--- src/rtl/axi_wr_slot_arbiter.sv ---
// Per-slave AW/W/B burst ownership arbiter for a 2-master write crossbar.
// One master owns the slave from AW acceptance through the B response.
// The owner is chosen round-robin, or m1 wins every tie when PRIORITY_M1 is set.
// The block also flags WLAST placed against AWLEN and drops a stalled burst
// through a watchdog.
//
// Handshake note: every *_fire input is the slave-side VALID && READY for that
// channel, and it counts only in the state that owns that channel.
// A fire in any other state is ignored, except that it still clears the
// watchdog. The gates are decoded from state alone. This lets the crossbar
// route VALID/READY without any combinational path from req.
module axi_wr_slot_arbiter #(
  parameter bit PRIORITY_M1 = 1'b0,
  parameter int TIMEOUT_W   = 12
) (
  input  logic       clk,
  input  logic       rst,
  input  logic [1:0] req,
  input  logic [7:0] aw_len,
  input  logic       aw_fire,
  input  logic       w_fire,
  input  logic       w_last,
  input  logic       b_fire,
  output logic [1:0] grant,
  output logic       owner,
  output logic       aw_gate,
  output logic       w_gate,
  output logic       b_gate,
  output logic       busy,
  output logic       err_wlast,
  output logic       timeout
);

  typedef enum logic [1:0] {
    IDLE = 2'd0,
    ADDR = 2'd1,
    DATA = 2'd2,
    RESP = 2'd3
  } state_t;

  // The watchdog expires on the cycle in which it would reach 2**TIMEOUT_W-1.
  // A burst that makes no progress therefore keeps its grant for
  // 2**TIMEOUT_W-1 cycles.
  localparam logic [TIMEOUT_W-1:0] WDOG_LAST = {{(TIMEOUT_W-1){1'b1}}, 1'b0};
  localparam logic [TIMEOUT_W-1:0] WDOG_ONE  = {{(TIMEOUT_W-1){1'b0}}, 1'b1};

  state_t               state, state_nx;
  logic [1:0]           grant_nx;
  logic                 owner_nx;
  logic                 last_owner, last_owner_nx;
  logic [7:0]           len, len_nx;
  logic [8:0]           beat, beat_nx;
  logic [TIMEOUT_W-1:0] wdog, wdog_nx;
  logic                 err_nx, timeout_nx;
  logic                 winner;
  logic                 any_fire;

  assign any_fire = aw_fire | w_fire | b_fire;

  // Channel gates and busy are pure decodes of the registered state.
  assign aw_gate = (state == ADDR);
  assign w_gate  = (state == DATA);
  assign b_gate  = (state == RESP);
  assign busy    = (state != IDLE);

  // Choose the tie winner: fixed m1, or the master that did not own the slave last.
  always_comb begin
    winner = 1'b0;
    case (req)
      2'b01:   winner = 1'b0;
      2'b10:   winner = 1'b1;
      2'b11:   winner = PRIORITY_M1 ? 1'b1 : ~last_owner;
      default: winner = 1'b0;
    endcase
  end

  // Next-state, burst tracking, WLAST check and watchdog.
  always_comb begin
    state_nx      = state;
    grant_nx      = grant;
    owner_nx      = owner;
    last_owner_nx = last_owner;
    len_nx        = len;
    beat_nx       = beat;
    wdog_nx       = wdog;
    err_nx        = 1'b0;
    timeout_nx    = 1'b0;

    case (state)
      IDLE: begin
        if (req != 2'b00) begin
          state_nx = ADDR;
          owner_nx = winner;
          grant_nx = winner ? 2'b10 : 2'b01;
        end
      end
      ADDR: begin
        if (aw_fire) begin
          len_nx   = aw_len;
          beat_nx  = 9'd0;
          state_nx = DATA;
        end
      end
      DATA: begin
        if (w_fire) begin
          beat_nx = beat + 9'd1;
          err_nx  = w_last != (beat == {1'b0, len});
          if (w_last) begin
            state_nx = RESP;
          end
        end
      end
      RESP: begin
        if (b_fire) begin
          last_owner_nx = owner;
          grant_nx      = 2'b00;
          state_nx      = IDLE;
        end
      end
      default: state_nx = IDLE;
    endcase

    if (state == IDLE || any_fire || state_nx != state) begin
      wdog_nx = '0;
    end else if (wdog == WDOG_LAST) begin
      timeout_nx    = 1'b1;
      last_owner_nx = owner;
      grant_nx      = 2'b00;
      state_nx      = IDLE;
      wdog_nx       = '0;
    end else begin
      wdog_nx = wdog + WDOG_ONE;
    end
  end

  // State and output registers; reset returns to idle with m0 favoured.
  always_ff @(posedge clk) begin
    if (rst) begin
      state      <= IDLE;
      grant      <= 2'b00;
      owner      <= 1'b0;
      last_owner <= 1'b1;
      len        <= 8'd0;
      beat       <= 9'd0;
      wdog       <= '0;
      err_wlast  <= 1'b0;
      timeout    <= 1'b0;
    end else begin
      state      <= state_nx;
      grant      <= grant_nx;
      owner      <= owner_nx;
      last_owner <= last_owner_nx;
      len        <= len_nx;
      beat       <= beat_nx;
      wdog       <= wdog_nx;
      err_wlast  <= err_nx;
      timeout    <= timeout_nx;
    end
  end

endmodule
--- config.mk ---
export PLATFORM = sky130hd
export DESIGN_NAME = axi_wr_slot_arbiter
export DESIGN_NICKNAME = d
export VERILOG_FILES = /design/src/rtl/axi_wr_slot_arbiter.sv
export SDC_FILE = /design/constraint.sdc
export NUM_CORES = 1
export LEC_CHECK = 0
export BUFFER_PORTS_ARGS = -buffer_cell sky130_fd_sc_hd__buf_2
export CORE_ASPECT_RATIO = 1.2
export CORE_MARGIN = 2
export CORE_UTILIZATION = 55
export DETAILED_ROUTE_END_ITERATION = 10
export MAX_ROUTING_LAYER = met4
export PLACE_DENSITY = 0.81
export REMOVE_ABC_BUFFERS = 1
export SLEW_MARGIN = 20
export SYNTH_ARGS = -nofsm -noshare
export SYNTH_HDL_FRONTEND = slang
export SYNTH_SLANG_ARGS = --single-unit
--- constraint.sdc ---
create_clock -name clk -period 2.49 [get_ports clk]
set_input_delay 0.249 -clock clk [delete_from_list [all_inputs] [get_ports clk]]
set_output_delay 0.249 -clock clk [all_outputs]
set_load 0.05 [all_outputs]
==> results.cfg <==
[placed_design]
placed_cell_area_um2 = 2010
place.gp.congestion = 0.836
place_inst = 273
place_hpwl_mm = 2.82
numPortBuffers = 24

[die]
die_h_um = 68.0
core_um2 = 3310
die_area_um2 = 3900
rows = 23
die_w_um = 57.3
start_util = 0.567
ios = 25

[routing]
drtPass1Iterations = 4
finalWirelength_mm = 3.73
viasPerCell = 5.78
drt-initial-drc-count = 30
wl_per_cell_um = 13.3
drc = 0
vias = 1623
detail-route-antenna-nets = 0

[cts]
numCtsBuffers = 5
cts_resized = 0
clock_sinks = 37
holdBufCountCts = 0
post-cts-setup-buffer-count = 0
h-tree-depth = 2
cts_max_path_buffers = 2
cts_tree = done
clk_pin_slew_ns = 0.08
root_buffer = clkbuf_8
clock_latency_ns = 0.30

[setup_path]
r2r_end = last_owner
crit_type = reg2reg
cp-startpoint = state[1]
end_kind = flip-flop
start_kind = flip-flop
required_ns = 2.68
cp_max_fo = 10
rrSetupSlack_ns = 0.34
cp.arrival_ns = 2.34
reg2reg_from = state[1]
reg2regPathDepth = 6

[finish]
seqCellArea_um2 = 741
multi_input_area_um2 = 1070
mostFrequentLayoutCell = dfxtp_1
nNetsFinal = 266
final_layout_size_suffix_gt1_frac = 0.193
antennaDiodeCount = 0
final_area_um2 = 2100
fillCellCount = 289
stdcell_count = 281
syn_to_final_growth_pct = 11.7
final_cell_mix = 37 x dfxtp_1, 28 x nand2_1, 24 x buf_2

[global_route]
antenna_found_initial = 0
grt_pass1_wl_mm = 6.53
grt_usage = 0.224
grt_max_degree = 16
grt_overflow = 0
grt_pass1_vias = 1539

[logic_synthesis]
ys.flop_type = dfxtp_1
synthArstFlopShare = 0
postSynthAreaPerCell_um2 = 8.65
ys_ff_latch = 37
synth_edf_count = 0
ys_seq_area_frac = 0.394
synth.yosys.warnings = 0
postSynthCellCount = 217
synth_cell_types = 44
syn_area_um2 = 1880

[sta]
setup_viol = 0
period_share = 0.864
min_period_ns = 2.15
tightest_slew_ns = 0.537
worst_hold_slack_ns = 0.179
fmax_mhz = 465
clock_skew_ns = 0.00530
tns_ns = 0
slew_viol_final = 0
hold_viol_final = 0
max_slew_margin = 0.640
rsz0062_at_grt = no

[run]
maxCapViolCount = 0

[hold_path]
hold_path_depth = 3
min-delay-path-class = in2reg
hold_path_end = len[4]
hp-start = aw_len[4]

[power]
ir_worst_vdd_v = 0.000420
p_leak_nw = 0.759
powerDensity_nw_per_um2 = 591
power_w = 0.00124

[run_status]
status = complete, no violations
[through the flow]
stage,setup slack [ns],utilization
2_1_floorplan,0.318,-
3_3_place_gp,0.429,0.608
3_5_place_dp,0.332,0.608
4_1_cts,0.345,0.634
5_1_grt,0.162,0.634
6_report,0.339,0.634
[power breakdown]
| part | total (W) | leakage [nW] | internal (W) | switching (W) |
|---|---|---|---|---|
| clock network | 0.000414 | 0.0439 | 0.000193 | 0.000221 |
| logic | 0.000205 | 0.415 | 0.0000690 | 0.000136 |
| registers | 0.000621 | 0.299 | 0.000608 | 0.0000134 |
| total | 0.00124 | 0.759 | 0.000870 | 0.000370 |
[layer usage]
layer / vias up / track usage / part of all wire
met1: 773 / 0.233 / 0.43
met5: - / - / 0
met3: 7 / 0.0586 / 0.036
met2: 21 / 0.408 / 0.51
li1: 822 / - / -
met4: 0 / 0.0785 / 0.017
[layout make-up]
| cell class | count | area share |
|---|---|---|
| multi-input cells | 166 | 0.510 |
| flip-flops and latches | 37 | 0.353 |
| repair buffers | 24 | 0.0573 |
| clock buffers | 5 | 0.0328 |
| well taps | 37 | 0.0221 |
| inverters | 9 | 0.0161 |
| clock inverters | 3 | 0.00835 |
[worst max-delay path: stages (launching register included)]
cell and delay [ns]:
dfxtp_1 0.47, inv_1 0.10, ha_1 0.34, nor4_4 0.36
o311ai_2 0.19, o311a_1 0.32, a211o_1 0.26
[worst max path at each step]
stage	to	slack, ns	depth (start not counted)
final	last_owner	0.34	6
after detailed placement	last_owner	0.33	6
after global placement	last_owner	0.43	6
after CTS	last_owner	0.35	6
after global routing	last_owner	0.16	6
after floorplan	last_owner	0.32	5
[state kept, by name, summed over array words and instances, names as in the netlist]
| name | count |
|---|---|
| wdog | 12 |
| beat | 9 |
| len | 8 |
| grant | 2 |
| state | 2 |
| err_wlast | 1 |
| last_owner | 1 |
| owner | 1 |
| timeout | 1 |
[cells in the mapped netlist (all sizes together) (2+ instances only)]
master / instances / area, um^2
o311a: 2 / 21.3
and2: 2 / 12.5
dfxtp: 37 / 741
nand4: 8 / 56.3
nand3: 10 / 55.1
nor4: 2 / 27.5
or3: 7 / 43.8
clkbuf: 2 / 7.51
a211o: 2 / 17.5
ha: 7 / 87.6
xor2: 7 / 61.3
nand2b: 3 / 18.8
inv: 9 / 33.8
and4: 4 / 38.8
xnor2: 11 / 96.3
nand2: 28 / 105
o31ai: 2 / 20.0
mux2: 2 / 22.5
nor2b: 2 / 12.5
nor3b: 2 / 15.0
o21ai: 9 / 45.0
a21oi: 23 / 115
buf: 3 / 26.3
nor3: 2 / 10.0
nor2: 19 / 71.3
and3: 2 / 12.5
[cell families after synthesis]
group           synth area share
compound gates             0.155
xor+xnor                  0.0839
fa+ha+maj                 0.0466
buf+inv                   0.0360
flops                      0.394
mux                       0.0120
simple gates               0.272
Power figures use the tool's default switching activity.
